### config.mk
export PLATFORM = sky130hd
export DESIGN_NAME = cp0
export DESIGN_NICKNAME = d
export VERILOG_FILES = /design/src/rtl/cp0_pkg.sv /design/src/rtl/cp0_sync.sv /design/src/rtl/cp0.sv
export SDC_FILE = /design/constraint.sdc
export NUM_CORES = 1
export LEC_CHECK = 0
export CORE_UTILIZATION = 35
export CTS_CLUSTER_DIAMETER = 100
export DETAILED_ROUTE_END_ITERATION = 10
export HOLD_SLACK_MARGIN = 0.1
export PLACE_DENSITY = 0.79
export SLEW_MARGIN = 20
export SYNTH_ARGS = -nofsm -noshare
export SYNTH_HDL_FRONTEND = slang
export SYNTH_SLANG_ARGS = --single-unit
### constraint.sdc
create_clock -name clk -period 2.2 [get_ports clk]
set_input_delay 0.44 -clock clk [delete_from_list [all_inputs] [get_ports clk]]
set_output_delay 0.44 -clock clk [all_outputs]
set_load 0.1 [all_outputs]
### src/rtl/cp0_pkg.sv
// CP0 shared constants: register numbers, exception codes and field positions.
package cp0_pkg;

  // CP0 register numbers (rd field of mtc0/mfc0)
  localparam logic [4:0] SEL_SR    = 5'd12;
  localparam logic [4:0] SEL_CAUSE = 5'd13;
  localparam logic [4:0] SEL_EPC   = 5'd14;
  localparam logic [4:0] SEL_PRID  = 5'd15;

  // Cause.ExcCode values
  localparam logic [4:0] EXC_INT = 5'd0;
  localparam logic [4:0] EXC_RI  = 5'd10;

  // SR field positions
  localparam int unsigned SR_IE     = 0;
  localparam int unsigned SR_EXL    = 1;
  localparam int unsigned SR_IM_LSB = 10;

  // Cause field positions
  localparam int unsigned CAUSE_EXC_LSB = 2;
  localparam int unsigned CAUSE_IP_LSB  = 10;
  localparam int unsigned CAUSE_BD      = 31;

  localparam int unsigned NUM_INT = 6;

endpackage

### src/rtl/cp0_sync.sv
// Two-flop synchronizer for the external interrupt lines.
module cp0_sync #(
  parameter int unsigned WIDTH = 6
) (
  input  logic             clk,
  input  logic             rst_n,
  input  logic [WIDTH-1:0] d,
  output logic [WIDTH-1:0] q
);

  logic [WIDTH-1:0] stage1;
  logic [WIDTH-1:0] stage2;

  // Shift the raw lines through two stages; both clear on reset
  always_ff @(posedge clk or negedge rst_n) begin
    if (!rst_n) begin
      stage1 <= '0;
      stage2 <= '0;
    end else begin
      stage1 <= d;
      stage2 <= stage1;
    end
  end

  assign q = stage2;

endmodule

### src/rtl/cp0.sv
// Minimal MIPS-style CP0: SR, Cause, EPC, PRId, interrupt/RI exception entry and eret.
module cp0
  import cp0_pkg::*;
#(
  parameter logic [31:0] PRID = 32'h4D49_5053
) (
  input  logic        clk,
  input  logic        rst_n,
  input  logic        we,
  input  logic [4:0]  sel,
  input  logic [31:0] wdata,
  input  logic [5:0]  hw_int,
  input  logic        op_exp,
  input  logic        eret,
  input  logic [31:0] pc,
  input  logic        bd,
  output logic [31:0] rdata,
  output logic [31:0] epc,
  output logic        int_req
);

  logic [NUM_INT-1:0] sr_im;
  logic               sr_exl;
  logic               sr_ie;
  logic               cause_bd;
  logic [4:0]         cause_exc;
  logic [31:0]        epc_r;
  logic [NUM_INT-1:0] ip;
  logic               hw_pend;

  cp0_sync #(
    .WIDTH (NUM_INT)
  ) u_sync (
    .clk   (clk),
    .rst_n (rst_n),
    .d     (hw_int),
    .q     (ip)
  );

  assign hw_pend = (|(ip & sr_im)) & sr_ie & ~sr_exl;
  // Gated by rst_n so a stray op_exp cannot raise a request while held in reset
  assign int_req = rst_n & (hw_pend | (op_exp & ~sr_exl));
  assign epc     = epc_r;

  // Exception entry wins over eret, which wins over mtc0
  always_ff @(posedge clk or negedge rst_n) begin
    if (!rst_n) begin
      sr_im     <= '0;
      sr_exl    <= 1'b0;
      sr_ie     <= 1'b0;
      cause_bd  <= 1'b0;
      cause_exc <= '0;
      epc_r     <= '0;
    end else if (int_req) begin
      sr_exl    <= 1'b1;
      cause_bd  <= bd;
      epc_r     <= bd ? (pc - 32'd4) : pc;
      cause_exc <= hw_pend ? EXC_INT : EXC_RI;
    end else if (eret) begin
      sr_exl <= 1'b0;
    end else if (we) begin
      if (sel == SEL_SR) begin
        sr_im  <= wdata[SR_IM_LSB +: NUM_INT];
        sr_exl <= wdata[SR_EXL];
        sr_ie  <= wdata[SR_IE];
      end else if (sel == SEL_EPC) begin
        epc_r <= {wdata[31:2], 2'b00};
      end
    end
  end

  // mfc0 read mux from current register state
  always_comb begin
    rdata = '0;
    case (sel)
      SEL_SR: begin
        rdata[SR_IM_LSB +: NUM_INT] = sr_im;
        rdata[SR_EXL]               = sr_exl;
        rdata[SR_IE]                = sr_ie;
      end
      SEL_CAUSE: begin
        rdata[CAUSE_BD]                = cause_bd;
        rdata[CAUSE_IP_LSB +: NUM_INT] = ip;
        rdata[CAUSE_EXC_LSB +: 5]      = cause_exc;
      end
      SEL_EPC:  rdata = epc_r;
      SEL_PRID: rdata = PRID;
      default:  rdata = '0;
    endcase
  end

endmodule
* Yosys cells after proc, flatten, opt, wreduce, memory -nomap -nowiden
Cells that the tools add are included.
** Word-level totals
- Register bits :: 58
- Bits in latches :: 0
- Memory bits (writable) :: 0
- Bits in read-only memories :: 0
- Bits of input ports :: 81
- Output and inout bits :: 65
- Word-level logic and storage cells :: 49
- Memories :: 0
** Operators by class
- Add/subtract/negate cells :: 1
- Multipliers :: 0
- Divide/modulo/power cells :: 0
- Order comparisons :: 0
- Eq/ne operators :: 6
- Shifts and indexed selects :: 0
- Multiplexer cells :: 17
- Bitwise gates (word level) :: 9
- Reduce and logical (&&, ||, !) cells :: 8
** Operators by type and width (count)
- 32-bit 2-to-1 mux :: 6
- 32-bit by 3-bit subtractor with 32-bit output, second input constant :: 1
- 15-bit one-hot mux with 2 select lines :: 1
- 6-bit one-hot mux with 4 select lines :: 1
- 5-bit by 4-bit == test with 1-bit output, second input constant :: 4
- 5-bit one-hot mux with 3 select lines :: 1
- 4-bit AND reduction :: 2
- 6-bit bitwise AND :: 1
- 2-bit one-hot mux with 3 select lines :: 1
- 3-bit nonzero test :: 2
- 6-bit OR reduction :: 1
- 1-bit bitwise AND :: 4
- 1-bit 2-to-1 mux :: 4
- 4-bit 2-to-1 mux :: 1
- 2-bit nonzero test :: 2
- 3-bit 2-to-1 mux :: 1
- 1-bit inverter :: 3
- 2-bit by 1-bit != test with 1-bit output, second input constant :: 1
- 2-bit != test, second input constant :: 1
- 1-bit one-hot mux with 2 select lines :: 1
- 2-bit AND reduction :: 1
- 1-bit OR :: 1

* Logic depth before layout (Yosys ltp)
Gate-level depths: netlist of run 1.
- Word-level depth :: 8
- Gate-level depth with buffers :: 8
- Mapped depth without buffers :: 7

* Cells and area by module
From an unflattened synthesis of run 1, not the netlist that was laid out.
** Second synthesis, totals
- Cell total of the unflattened synthesis :: 364
- Area, all modules :: 3500.9 µm²
** Modules (own cells, without submodules)
- cp0 :: times used 1, cells an instance 352, area an instance 3200.6 µm², seq. area each 1051.0 µm²
- cp0_sync :: times used 1, cells an instance 12, area an instance 300.3 µm², seq. area each 300.3 µm²

* Worst setup path after synthesis of run 1
No wires, ideal clock.
- Kind :: reg2out
- From :: register epc_r[10] (netlist: epc[10])
- To :: output rdata[10]
- Arrival time :: 2.566 ns
- Data required time :: 1.760 ns
- Path slack :: -0.806 ns
- Stages on the path, launching flop included :: 3
- Buffers on the path :: 0
- Cell sequence :: dfrtp_1 -> a22oi_1 -> o2bb2ai_1
** On the way
- Word-level cells in the longest chain between the ends :: 1
** RTL lines
- from (decl) :: RTL line cp0.sv:27 : logic [31:0] epc_r;
- from (signal assigned) :: RTL line cp0.sv:57 : epc_r <= bd ? (pc - 32'd4) : pc;
- from (signal assigned) :: RTL line cp0.sv:67 : epc_r <= {wdata[31:2], 2'b00};
- 6-bit one-hot mux with 4 select lines :: RTL line cp0.sv:75 : case (sel)
- to (decl) :: RTL line cp0.sv:17 : output logic [31:0] rdata,
No other way between the ends.

* Worst setup path after layout of run 1
- From :: input pc[3]
- To :: register epc_r[23] (netlist: epc[23])
** On the way
- Word-level cells in the longest chain between the ends :: 3
** RTL lines
- from (decl) :: RTL line cp0.sv:15 : input logic [31:0] pc,
- 32-bit by 3-bit subtractor with 32-bit output :: RTL line cp0.sv:57
- 32-bit 2-to-1 mux :: RTL line cp0.sv:57
- 32-bit 2-to-1 mux :: RTL line cp0.sv:54 : end else if (int_req) begin
No other way between the ends.
A chain may end at the register's enable or synchronous reset.

==> qor.csv, run 1 <==
stage,metric,value,unit
floorplanning,die-area,9820,um^2
sta,timing.hold.ws,269,ps
cts,cts_tree,built,
logic_synthesis,synth_ff_type,dfrtp_1,
logic_synthesis,synth.distinct_cells,46,
power_and_ir_drop,p_leak,2.48,nW
sta,hold_viol_final,0,
final_layout,final_net_count,611,
cts,cts.sinks,54,
final_layout,area_growth,75.6,%
final_layout,diodes,0,
final_layout,post-route-util,63.0,%
cts,cts_max_level,2,
sta,worst_pin_slew,718,ps
flow_run,cap_violations,0,
final_layout,stdcell_count,641,
logic_synthesis,yosysSeqAreaShare,41.0,%
floorplanning,die_y,99.1,um
logic_synthesis,syn-num-nets,421,
sta,finalCriticalPeriod,2140,ps
worst_setup_path,arrival,2340,ps
sta,finalSetupViolations,0,
worst_setup_path,rr_worst_depth,6,
sta,finalClockSkew,7.88,ps
routing,vias,3325,
logic_synthesis,synth_edf_count,0,
sta,slew_headroom,52.1,%
logic_synthesis,synth_most_common_cell,dfrtp_1,
floorplanning,start_util,35.9,%
placed_design,numPortBuffers,145,
floorplanning,dieWidth,99.1,um
worst_setup_path,critPathLaunchType,input port,
sta,max_freq,0.468,GHz
worst_setup_path,crit_type,in2reg,
sta,period_share,97.2,%
routing,drt-wirelength-per-cell,16.7,um
placed_design,dp_cells,624,
routing,wl,10700,um
cts,cts_hold_buffers,0,
floorplanning,core_area,9200,um^2
worst_hold_path,hold_class,in2async,
logic_synthesis,synth_area_leaders,"dfrtp_1 41%, mux2_2 9.2%, xnor2_1 6.1%",
routing,drc,0,
final_layout,layout-drive-gt1-share,43.8,%
worst_setup_path,worstPathRequired,2400,ps
cts,clock-root-buffer,clkbuf_8,
worst_setup_path,endpoint_kind,flop,
logic_synthesis,syn_area_per_cell,9.73,um^2
global_route,track_usage,21.9,%
cts,clock_path_buffers,2,
logic_synthesis,synth_top_cell_by_area,dfrtp_1,
sta,maxSlewViolCount,0,
cts,clk_pin_slew,110,ps
logic_synthesis,netlist.area_leader.share,41.0,%
logic_synthesis,synth_seq_cells,54,
routing,viasPerCell,5.19,
logic_synthesis,synthesis.area,3300,um^2
routing,first_iter_violations,131,
logic_synthesis,syn_inst,339,
logic_synthesis,ys_warn_count,0,
power_and_ir_drop,peakVddDrop,0.464,mV
power_and_ir_drop,power_per_cell_area,827,nW/um^2
global_route,grt_overflow,0,
global_route,grt_pass1_wl,16900,um
run_status,status,"complete, no violations",
floorplanning,io_pins,146,
floorplanning,row_count,35,
routing,first_pass_iters,4,
cts,cts_made_buffers,5,
logic_synthesis,synthArstFlopShare,100,%
placed_design,place.gp.congestion,0.872,
placed_design,dp_hpwl,8120,um
global_route,grt_max_degree,55,
routing,ant_nets,0,
global_route,grt_pass1_vias,3407,
global_route,antenna_found_initial,0,
cts,clock_latency,310,ps
logic_synthesis,synthTopCellsByCount,"54 x dfrtp_1, 40 x nand2_1, 31 x nor2_1, 27 x mux2_2, 23 x xnor2_1",
worst_setup_path,worstPathMaxFanout,6,
## layout make-up
cell class	instances	area (um^2)
clock inverters	2	17.5
clock buffers	6	82.6
fillers	749	3400
multi-input cells	256	2000
well taps	111	139
flip-flops and latches	54	1350
inverters	6	22.5
repair buffers	206	2180
## layer usage
layer / track usage, % / share of wire, %
met1: 28.0 / 42
met4: 5.20 / 1.3
met5: 0 / 0
met2: 39.4 / 52
met3: 2.91 / 4.3
## state kept, by name, summed over array words and instances, names as in the netlist
signal         count
sr_exl             1
cause_exc          1
epc               32
u_sync.q           6
sr_ie              1
cause_bd           1
sr_im              6
u_sync.stage1      6
## path summary, 6_finish.rpt
check / start / to / slack [ps]
hold / removal: rst_n / cause_exc[1]$_DFFE_PN0P_ / 270
max in group asynchronous: rst_n / epc[30]$_DFFE_PN0P_ / 1450
setup / recovery: pc[3] / epc[23]$_DFFE_PN0P_ / 60
min in group clk: u_sync.stage1[1]$_DFF_PN0_ / u_sync.q[1]$_DFF_PN0_ / 360
hold reg to reg: u_sync.stage1[1]$_DFF_PN0_ / u_sync.q[1]$_DFF_PN0_ / 360
setup reg to reg: u_sync.q[1]$_DFF_PN0_ / sr_im[3]$_DFFE_PN0P_ / 220
## critical path, stage by stage
cell             delay, ps
clkdlybuf4s50_1        460
or3b_4                 410
or3_4                  390
buf_6                  150
nor4_4                 260
xnor2_1                170
o21ai_2                 60
## power breakdown
group	switching (mW)	internal (mW)	leakage, nW
clock	0.357	0.261	0.0514
sequential	0.203	1.22	0.656
combinational	1.99	0.752	1.78
total	2.55	2.23	2.48
## kinds of logic after synthesis
kind of cell / after synthesis / synth area share (%)
adder cells (fa/ha/maj): 1 / 0.379
AND/OR/NAND/NOR: 131 / 23.4
flip-flops: 54 / 41.0
AO/OA/AOI/OAI: 59 / 11.6
buffers and inverters: 29 / 3.95
XOR/XNOR: 27 / 7.17
multiplexers: 38 / 12.6
## through the flow
stage | cell area, um^2 | total power [mW] | setup TNS (ps) | setup slack (ps)
6_report | 5790 | 4.79 | 0 | 62.3
5_1_grt | 5790 | 4.99 | -13.4 | -13.4
4_1_cts | 5750 | 4.81 | -5.68 | -5.68
3_5_place_dp | 5560 | 4.17 | -16340 | -438
3_3_place_gp | 5560 | 4.14 | -14520 | -386
2_1_floorplan | 3430 | 3.39 | -1220 | -242
## timing repair
action | in CTS | in global routing
gates resized for setup | 18 | 18
setup endpoints to repair | 42 | 37
buffers inserted | 6 | 4
pin swaps | 6 | 8
## cell usage in the layout, fill, tap and decap left out, types with 3 or more instances in the layout
| cell | instances |
|---|---|
| o21ai_2 | 3 |
| o2bb2ai_2 | 4 |
| buf_12 | 34 |
| inv_2 | 3 |
| nand2_1 | 36 |
| and2_2 | 12 |
| inv_1 | 3 |
| o21ai_0 | 9 |
| nor3_2 | 13 |
| a22o_1 | 3 |
| o21ai_1 | 17 |
| dfrtp_1 | 54 |
| a21oi_1 | 8 |
| nor2_1 | 22 |
| clkdlybuf4s50_1 | 68 |
| buf_6 | 5 |
| mux2_2 | 27 |
| clkbuf_8 | 6 |
| mux2i_1 | 11 |
| a22oi_1 | 5 |
| dlymetal6s2s_1 | 6 |
| nor4_4 | 3 |
| or3_1 | 4 |
| nor2_4 | 9 |
| clkbuf_2 | 3 |
| xnor2_1 | 23 |
| xor2_1 | 4 |
| buf_4 | 87 |
| nand2_2 | 4 |
| nor3_1 | 7 |
Note: power is estimated with default switching activity, not from simulation.
==> run 2, diff against run 1 <==
- SKIP_CTS_REPAIR_TIMING: default -> 1
==> qor.csv, run 2 (synthesis gave the netlist of run 1 again) <==
stage,metric,value,unit,change
final_layout,final_cell_area,5800,um^2,+0.15%
placed_design,postPlaceCellArea,5560,um^2,unchanged
placed_design,dp_worst_setup_slack,-438,ps,unchanged
floorplanning,start_util,35.9,%,unchanged
power_and_ir_drop,p_leak,2.49,nW,+0.40%
power_and_ir_drop,peakVddDrop,0.464,mV,about the same
sta,worst_pin_slew,712,ps,-6.02 ps
worst_hold_path,hold_class,in2async,,
final_layout,final_net_count,611,,unchanged
global_route,grt_overflow,0,,unchanged
sta,slew_headroom,52.5,%,+0.40 points
final_layout,final_cell_mix,"89 x buf_4, 70 x clkdlybuf4s50_1, 54 x dfrtp_1",,
final_layout,area_growth,75.9,%,
power_and_ir_drop,netSwitchingFraction,53.4,%,about the same
power_and_ir_drop,power_per_cell_area,825,nW/um^2,-0.25%
worst_setup_path,worstPathMaxFanout,4,,-2
routing,ant_nets,0,,unchanged
routing,first_iter_violations,114,,-13%
final_layout,regArea,1350,um^2,unchanged
worst_setup_path,critPathLaunchType,input port,,
placed_design,numPortBuffers,145,,unchanged
cts,clk_pin_slew,110,ps,about the same
cts,clock_path_buffers,2,,unchanged
global_route,grt_max_degree,55,,unchanged
routing,vias,3316,,-0.27%
power_and_ir_drop,intPower,2.23,mW,-0.11%
routing,first_pass_iters,4,,unchanged
flow_run,cap_violations,0,,unchanged
worst_setup_path,worstPathRequired,1760,ps,-640 ps
worst_setup_path,endpoint_kind,primary output,,
sta,finalCriticalPeriod,2140,ps,+3.48 ps
global_route,antenna_found_initial,0,,unchanged
worst_setup_path,worstSetupStartpoint,sel[1],,
floorplanning,dieWidth,99.1,um,unchanged
run_status,status,"complete, no violations",,
routing,drt-wirelength-per-cell,16.7,um,+0.14%
power_and_ir_drop,p_comb_share,57.3,%,about the same
global_route,grt_pass1_wl,16700,um,-1.1%
final_layout,stdcell_count,641,,unchanged
power_and_ir_drop,clockPowerShare,12.9,%,about the same
cts,cts.sinks,54,,unchanged
placed_design,dp_cells,624,,unchanged
floorplanning,io_pins,146,,unchanged
routing,drc,0,,unchanged
sta,rsz0062_at_grt,yes,,
global_route,grt_pass1_vias,3367,,-1.2%
sta,hold_viol_final,0,,unchanged
floorplanning,core_area,9200,um^2,unchanged
power_and_ir_drop,p_seq_share,29.8,%,about the same
final_layout,fillers,751,,+0.27%
sta,finalClockSkew,8.42,ps,+0.540 ps
final_layout,final_common_cell,buf_4,,
routing,viasPerCell,5.17,,-0.27%
floorplanning,die_y,99.1,um,unchanged
placed_design,dp_hpwl,8120,um,unchanged
final_layout,layout-drive-gt1-share,42.8,%,-0.94 points
cts,cts_made_buffers,5,,unchanged
final_layout,diodes,0,,unchanged
final_layout,multi_input_area,2000,um^2,-0.25%
sta,maxSlewViolCount,0,,unchanged
worst_setup_path,r2r_start,u_sync.q[1]$_DFF_PN0_,,
sta,setup_slack,58.9,ps,-3.48 ps
global_route,track_usage,21.6,%,-0.29 points
cts,cts_tree,built,,
sta,max_freq,0.467,GHz,-0.16%
worst_setup_path,crit_type,in2out,,
worst_setup_path,arrival,1700,ps,-640 ps
cts,clock-root-buffer,clkbuf_8,,
sta,finalSetupViolations,0,,unchanged
floorplanning,row_count,35,,unchanged
cts,clock_latency,310,ps,about the same
floorplanning,die-area,9820,um^2,unchanged
final_layout,largest_reg_flops,32,,unchanged
placed_design,place.gp.congestion,0.872,,unchanged
power_and_ir_drop,p_sw,2.55,mW,about the same
power_and_ir_drop,total_power,4.78,mW,about the same
routing,wl,10700,um,+0.14%
cts,cts_max_level,2,,unchanged
sta,period_share,97.3,%,+0.16 points
run 2: changes by cell type in the layout (fill, tap and decap cells not counted), moves of 2 or more:
cell             change
clkdlybuf4s50_1      +2
buf_4                +2
buf_6                -2
dlymetal6s2s_1       +2
clkbuf_2             -2
run 2: cell type report:
class	instances	area share, %
multi-input cells	256	34.4
repair buffers	206	37.8
clock buffers	6	1.42
well taps	111	2.39
flip-flops and latches	54	23.3
clock inverters	2	0.302
inverters	6	0.388
run 2: path summary, 6_finish.rpt:
kind                                       endpoint  slack (ps)  cells after the start
max                                       rdata[13]          60                      6
min                        cause_exc[1]$_DFFE_PN0P_         270                      2
max reg2reg                    sr_im[3]$_DFFE_PN0P_         250                      6
min reg2reg                   u_sync.q[4]$_DFF_PN0_         360                      0
max in group asynchronous       epc[30]$_DFFE_PN0P_        1460                      2
min in group clk              u_sync.q[4]$_DFF_PN0_         360                      0
run 2: power groups by stage:
| stage | sequential (mW) | clock (mW) | combinational, mW |
|---|---|---|---|
| 2_1_floorplan | 2.79 | 0 | 0.598 |
| 3_3_place_gp | 1.43 | 0 | 2.71 |
| 3_5_place_dp | 1.44 | 0 | 2.74 |
| 4_1_cts | 1.42 | 0.641 | 2.74 |
| 5_1_grt | 1.46 | 0.680 | 2.85 |
| 6_report | 1.43 | 0.617 | 2.74 |
run 2: layer usage:
| metal | vias to the layer above | GRT usage (%) | wire [um] |
|---|---|---|---|
| met5 | - | 0 | 0 |
| met4 | 0 | 5.09 | 110 |
| met3 | 9 | 2.91 | 496 |
| met2 | 112 | 38.5 | 5610 |
| met1 | 1629 | 27.9 | 4510 |
| li1 | 1566 | - | - |
run 2: stage by stage:
| step | utilization [%] | hold WS [ps] | TNS, ps |
|---|---|---|---|
| after floorplan | - | 144 | -1220 |
| after global placement | 60.5 | 336 | -14520 |
| after detailed placement | 60.5 | 335 | -16340 |
| after CTS | 61.6 | 300 | -6620 |
| after global routing | 63.1 | 318 | -14.1 |
| final | 63.1 | 274 | 0 |
run 2: worst max-delay path, cell delays in order:
cell            delay, ps
dlymetal6s2s_1        160
nor4bb_4              370
buf_4                 200
a22oi_1               100
o2bb2ai_2             230
buf_12                210
==> run 3, diff against run 2 <==
- DONT_BUFFER_PORTS: default -> 1
- PLACE_DENSITY: 0.79 -> 0.59
- TNS_END_PERCENT: default -> 1
==> qor.csv, run 3 (synthesis gave the netlist of run 1 again) <==
stage,metric,value,unit,change
final_layout,stdcell_count,517,,-19%
global_route,track_usage,18.8,%,-2.8 points
worst_setup_path,arrival,1680,ps,-20 ps
cts,cts_tree,built,,
power_and_ir_drop,p_leak,1.87,nW,-25%
placed_design,dp_hpwl,7050,um,-13%
worst_setup_path,endpoint_kind,primary output,,
run_status,status,"complete, no violations",,
final_layout,area_growth,38.1,%,
routing,ant_nets,0,,unchanged
worst_setup_path,worstPathMaxFanout,3,,-1
floorplanning,dieWidth,99.1,um,unchanged
power_and_ir_drop,total_power,4.52,mW,-5.6%
cts,cts.sinks,54,,unchanged
final_layout,diodes,0,,unchanged
global_route,grt_pass1_vias,2725,,-19%
power_and_ir_drop,power_per_cell_area,992,nW/um^2,+20%
routing,drt-wirelength-per-cell,18.0,um,+7.7%
floorplanning,die-area,9820,um^2,unchanged
cts,clock-root-buffer,clkbuf_8,,
global_route,antenna_found_initial,0,,unchanged
floorplanning,start_util,35.9,%,unchanged
global_route,grt_pass1_wl,14300,um,-14%
floorplanning,core_area,9200,um^2,unchanged
sta,maxSlewViolCount,0,,unchanged
placed_design,place.gp.congestion,0.814,,-6.7%
cts,clock_path_buffers,2,,unchanged
worst_hold_path,hold_class,in2reg,,
routing,wl,9320,um,-13%
sta,worst_pin_slew,566,ps,-146 ps
sta,finalClockSkew,9.44,ps,+1.03 ps
sta,period_share,96.4,%,-0.90 points
final_layout,final_cell_area,4550,um^2,-22%
final_layout,multi_input_area,1880,um^2,-5.8%
power_and_ir_drop,peakVddDrop,0.659,mV,+42%
final_layout,final_net_count,487,,-20%
flow_run,cap_violations,0,,unchanged
final_layout,final_common_cell,dfrtp_1,,
sta,rsz0062_at_grt,no,,
placed_design,postPlaceCellArea,4400,um^2,-21%
placed_design,dp_worst_setup_slack,10.5,ps,+448 ps
sta,finalSetupViolations,0,,unchanged
sta,hold_viol_final,0,,unchanged
sta,max_freq,0.471,GHz,+0.93%
sta,setup_slack,78.6,ps,+19.8 ps
final_layout,final_cell_mix,"54 x dfrtp_1, 46 x buf_4, 40 x nand2_1",,
cts,clock_latency,310,ps,about the same
worst_setup_path,crit_type,reg2out,,
cts,cts_max_level,2,,unchanged
cts,cts_made_buffers,5,,unchanged
global_route,grt_overflow,0,,unchanged
placed_design,numPortBuffers,0,,-100%
global_route,grt_max_degree,56,,+1.8%
routing,first_pass_iters,6,,+2
floorplanning,row_count,35,,unchanged
final_layout,fillers,863,,+15%
routing,drc,0,,unchanged
worst_setup_path,worstPathRequired,1760,ps,about the same
final_layout,largest_reg_flops,32,,unchanged
final_layout,layout-drive-gt1-share,38.4,%,-4.4 points
sta,slew_headroom,62.3,%,+9.8 points
routing,vias,2751,,-17%
worst_setup_path,rrSetupSlack,120,ps,-130 ps
cts,clk_pin_slew,110,ps,about the same
floorplanning,io_pins,146,,unchanged
sta,finalCriticalPeriod,2120,ps,-19.8 ps
sta,timing.hold.ws,138,ps,-136 ps
routing,first_iter_violations,119,,+4.4%
floorplanning,die_y,99.1,um,unchanged
worst_setup_path,critPathLaunchType,flop,,
placed_design,dp_cells,506,,-19%
final_layout,regArea,1350,um^2,unchanged
routing,viasPerCell,5.32,,+2.9%
-- run 3: changes by cell type in the layout (fill, tap and decap cells not counted), moves of 8 or more --
cell,change
and2_1,+12
and2_2,-12
clkdlybuf4s50_1,-70
buf_4,-43
nor2_4,-9
nor2_2,+9
dlymetal6s2s_1,-8
-- run 3: final cells by class --
| cell class | count | share of cell area (%) |
|---|---|---|
| Multi-Input combinational cell | 256 | 41.3 |
| Sequential cell | 54 | 29.7 |
| Timing Repair Buffer | 82 | 23.4 |
| Tap cell | 111 | 3.05 |
| Clock buffer | 5 | 1.51 |
| Clock inverter | 3 | 0.632 |
| Inverter | 6 | 0.495 |
-- run 3: critical path, stage by stage, from the launching register on --
cell and delay [ps]:
dfrtp_1 420, a22o_1 250, a221oi_2 240, a31o_2 230, inv_2 60, buf_12 160
-- run 3: path summary, 6_finish.rpt --
check / start / endpoint / depth (start not counted)
worst min-delay path: hw_int[2] / u_sync.stage1[2]$_DFF_PN0_ / 0
worst max-delay path: sr_im[1]$_DFFE_PN0P_ / int_req / 5
worst max register to register: sr_im[1]$_DFFE_PN0P_ / sr_im[0]$_DFFE_PN0P_ / 5
worst min register to register: u_sync.stage1[1]$_DFF_PN0_ / u_sync.q[1]$_DFF_PN0_ / 0
min in group asynchronous: rst_n / epc[31]$_DFFE_PN0P_ / 2
max in group asynchronous: rst_n / epc[12]$_DFFE_PN0P_ / 2
-- run 3: layer usage --
metal  up-vias  wire length [um]  global-route usage [%]
li1       1316                 -                       -
met4         0               133                    4.98
met1      1314              3950                    24.9
met2       111              4550                    31.0
met3        10               682                    4.40
met5         -                 0                       0
-- run 3: through the flow --
step	utilization, %	setup TNS [ps]
2_1_floorplan	-	-5960
3_3_place_gp	47.9	0
3_5_place_dp	47.9	0
4_1_cts	49.0	-64.5
5_1_grt	49.5	0
6_report	49.5	0
-- run 3: where the power goes --
part / total [mW] / switching, mW / internal [mW]
clock: 0.606 / 0.367 / 0.239
sequential: 1.36 / 0.137 / 1.22
combinational: 2.55 / 1.96 / 0.593
==> edit 1, RTL diff (settings of run 2) <==
The package constant `CAUSE_EXC_LSB` goes from 2 to 1.
--- a/src/rtl/cp0_pkg.sv
+++ b/src/rtl/cp0_pkg.sv
@@ -17,7 +17,7 @@
   localparam int unsigned SR_IM_LSB = 10;
 
   // Cause field positions
-  localparam int unsigned CAUSE_EXC_LSB = 2;
+  localparam int unsigned CAUSE_EXC_LSB = 1;
   localparam int unsigned CAUSE_IP_LSB  = 10;
   localparam int unsigned CAUSE_BD      = 31;
 
Function: changed (Yosys sat finds a counterexample within 4 cycles, from zero or initial values and one cycle with rst_n low).
==> edit 1 against run 2 <==
Clock skew down 1.5 ps. First-iteration DRC count down 22%. Non-clock buffer count up 10. Cell area up 5.7%. Setup slack worse by 32 ps. Sequential share of layout area down 1.2 points. Power up 4.4%. Combinational power up 7.3%. Sequential cell count unchanged. Routed wire length up 1.0%. Synthesized area up 2.2%. Critical path type is now input port to flip-flop. Critical endpoint is now epc[26].
==> edit 1: results (changes against run 2) <==
stage;metric;value;unit;change
status;status;complete, no violations;;
place;dpl-instance-area;5830;µm²;+4.7%
global_routing;grt_pass1_wl;16700;µm;about the same
yosys;synth-xor-area-share;0.0754;;+0.00368
yosys;ys_seq_area_frac;0.401;;-0.00867
min_path;hold_path_class;input port to async pin;;
detailed_routing;routed_wl;10800;µm;+1.0%
sta;finalCriticalPeriod;2170;ps;+31.8 ps
power_and_ir_drop;comb-power;0.00294;W;+7.3%
yosys;netlist_instances;335;;-1.2%
power_and_ir_drop;swShare;0.549;;+0.0150
yosys;synth_common_cells;mux2i_1 (58), dfrtp_1 (54), nor2_1 (45);;
place;gp_congestion;0.845;;-3.1%
yosys;synth_fa_ha_area_frac;0.00371;;-0.0000803
global_routing;track_usage;0.214;;-0.00206
sta;relSlewSlack;0.533;;+0.00770
yosys;syn_nets;417;;-0.95%
setup_path;worst_ep_arrival_time;2360;ps;+660 ps
layout;layout-drive-gt1-share;0.413;;-0.0157
setup_path;reg2reg_to;sr_ie;;
power_and_ir_drop;p_leak;2.68;nW;+7.2%
detailed_routing;drtIter0Drc;89;;-22%
layout;nets;619;;+1.3%
yosys;synth.area.mux_share;0.196;;+0.0701
setup_path;r2r_slack;230;ps;-20 ps
detailed_routing;vias;3238;;-2.4%
detailed_routing;vias_per_cell;4.85;;-6.2%
setup_path;slowest_delay;480;ps;+110 ps
power_and_ir_drop;p_clk_frac;0.119;;-0.010
setup_path;path_max_fanout;5;;+1
setup_path;startpoint;pc[4];;
power_and_ir_drop;cellPowerDensity;815;nW/µm²;-1.2%
run;cap_violations;0;;unchanged
sta;fin_skew;6.92;ps;-1.50 ps
place;dp_slack;-440;ps;-2.28 ps
place;dp.cells;654;;+4.8%
yosys;yosys-top-cells-area;dfrtp_1 (40%), mux2i_1 (17%), xnor2_1 (5.2%);;
yosys;synth-compound-area-share;0.0516;;-0.0641
setup_path;worstSetupEndpoint;epc[26];;
power_and_ir_drop;irDropWorstVdd;721;µV;+55%
yosys;synthDistinctLibCells;50;;+8.7%
place;dp_hpwl;8590;µm;+5.7%
edit 1: changes by cell type after synthesis, moves of 5 or more:
cell	delta
mux2_2	-20
clkbuf_1	-6
nor2b_1	+5
nor3_2	-14
a22o_1	-5
nor2_1	+14
a21oi_1	+5
or3_1	-5
mux2i_1	+47
nand2_1	-20
o21ai_1	-17
xor2_1	+5
edit 1: metal layers:
metal  vias to the layer above  routed length (µm)  track usage
met5                         -                   0            0
met4                         0                 112       0.0401
met3                        12                 555       0.0439
met2                        99                5730        0.396
met1                      1553                4440        0.259
li1                       1574                   -            -
edit 1: cell type report:
class	instances	area (µm²)
fill	761	3150
clock buffer	5	68.8
inverter	4	17.5
clock inverter	3	26.3
multi-input combinational	256	2160
sequential	54	1360
timing repair buffer	216	2340
tap	129	161
edit 1: worst max-delay path: cells and delay by family:
kind	cells	cell delay, ps
xor gates and xnor gates	1	150
muxes	1	90
buffers and inverters	2	720
and+or+nand+nor	3	950
==> edit 2, RTL diff (settings of run 2) <==
Without the edit above. Add an input register stage for `eret`; this delays it by one clock. The other inputs are not delayed to match.
--- a/src/rtl/cp0.sv
+++ b/src/rtl/cp0.sv
@@ -18,6 +18,12 @@
   output logic [31:0] epc,
   output logic        int_req
 );
+
+  logic eret_q;
+
+  always_ff @(posedge clk) begin
+    eret_q <= eret;
+  end
 
   logic [NUM_INT-1:0] sr_im;
   logic               sr_exl;
@@ -56,7 +62,7 @@
       cause_bd  <= bd;
       epc_r     <= bd ? (pc - 32'd4) : pc;
       cause_exc <= hw_pend ? EXC_INT : EXC_RI;
-    end else if (eret) begin
+    end else if (eret_q) begin
       sr_exl <= 1'b0;
     end else if (we) begin
       if (sel == SEL_SR) begin
Function: changed (a bounded check fails within 4 cycles, from zero or initial values and one cycle with rst_n low).
==> edit 2 against run 2 <==
The flow now finishes with violations (DRC). Sequential cell count rose by 1. Fmax rose by 1.9%. Register-to-register slack got worse by 60 ps. Synthesized area fell by 1.3%. Routed wire length rose by 4.3%. Setup slack improved by 41 ps. Non-clock buffer count rose by 3. Power rose by 3.3%. Cell area rose by 3.4%. Count of clock-buffer cells in the layout did not move. Largest power group unchanged. Highest routed layer unchanged.
==> edit 2: results (changes against run 2) <==
stage;metric;value;unit;change
layout;final_cells;639;;-0.31%
power_and_ir_drop;p_sw;0.00270;W;+5.9%
global_routing;grt_pass1_vias;3463;;+2.9%
setup_path;crit_slowest_cell;or4_4;;
layout;clk_share;0.0150;;-0.00223
layout;sequential_cell_total;55;;+1.9%
yosys;yosys-top-cells-area;dfrtp_1 (42%), mux2i_1 (17%), xnor2_1 (5.6%);;
layout;n_all_buffers;209;;+1.5%
yosys;syn_nets;414;;-1.7%
yosys;synth.area.mux_share;0.190;;+0.0647
yosys;synthArstFlopShare;0.982;;-0.0182
status;violations;DRC;;
setup_path;path_max_fanout;6;;+2
setup_path;worst_ep_arrival_time;2290;ps;+590 ps
setup_path;r2r_slack;190;ps;-60 ps
detailed_routing;vias_per_cell;5.12;;-0.99%
detailed_routing;wl_per_cell;17.5;µm;+4.7%
yosys;ys_seq_area_frac;0.421;;+0.0115
setup_path;worstReg2RegStart;sr_im[2];;
yosys;netlist_instances;332;;-2.1%
global_routing;grt_pass1_wl;16900;µm;+0.82%
yosys;synth_common_cells;dfrtp_1 (54), mux2i_1 (54), nor2_1 (38);;
power_and_ir_drop;p_leak;2.58;nW;+3.4%
power_and_ir_drop;irDropWorstVdd;592;µV;+28%
yosys;synth-xor-area-share;0.0726;;+0.000937
sta;hold_slack;280;ps;+6.86 ps
detailed_routing;drc;9;;+9
yosys;synth-compound-area-share;0.0619;;-0.0538
layout;layout.nonclk_buf_frac;0.384;;+0.00556
layout;multi_input_area_share;0.348;;+0.00375
sta;tightest_slew;703;ps;-8.50 ps
status;status;finished, violations left;;
layout;nets;612;;+0.16%
place;dp_slack;-530;ps;-92.3 ps
global_routing;track_usage;0.221;;+0.00479
layout;regArea;1380;µm²;+1.8%
layout;num-fill-cells;659;;-12%
layout;layout-drive-gt1-share;0.384;;-0.0441
setup_path;crit_family;simple AND/OR/NAND/NOR gates;;
setup_path;slowest_delay;570;ps;+200 ps
edit 2: changes by cell type after synthesis, sizes merged, moves of 3 or more:
cell	before	now
mux2i	11	54
mux2	27	7
o21ai	29	9
nand2	40	23
a21oi	8	16
nor2	31	38
nor2b	2	8
a22o	6	1
nor4	6	10
o2bb2ai	4	0
a22oi	5	2
inv	6	3
nand3b	1	4
or3	6	3
edit 2: logic make-up after synthesis:
| family | after synthesis |
|---|---|
| mux | 61 |
| compound gates | 35 |
| buf+inv | 22 |
| fa+ha+maj | 1 |
| xor+xnor | 27 |
| flops | 55 |
| simple gates | 131 |
edit 2: worst max path at each step:
stage / start / endpoint / cells past startpoint / slack, ps
detailed placement: pc[14] / epc[27] / 6 / -530
CTS: sel[1] / rdata[20] / 6 / -330
global placement: pc[14] / epc[29] / 6 / -440
floorplan: sel[1] / rdata[16] / 3 / -290
finish: pc[14] / epc[26] / 7 / 100
global route: pc[14] / epc[28] / 6 / 20
edit 2: power groups by stage:
stage	registers, W	clock network [W]	logic, W
6_report	0.00148	0.000572	0.00289
5_1_grt	0.00151	0.000617	0.00299
4_1_cts	0.00148	0.000582	0.00288
3_5_place_dp	0.00149	0	0.00288
3_3_place_gp	0.00148	0	0.00283
2_1_floorplan	0.00293	0	0.000588
edit 2: per-stage QoR:
| stage | TNS [ps] | instance area, µm² |
|---|---|---|
| floorplan | -2740 | 3470 |
| global placement | -14860 | 5670 |
| detailed placement | -16430 | 5670 |
| CTS | -9480 | 5760 |
| global route | 0 | 6000 |
| finish | 0 | 6000 |
edit 2: per-layer routing:
layer  GRT usage  vias up  routed length, µm
met5           0        -                  0
met4      0.0758        0                212
met3      0.0426       19                665
met2       0.410      116               5990
met1       0.255     1569               4320
li1            -     1569                  -
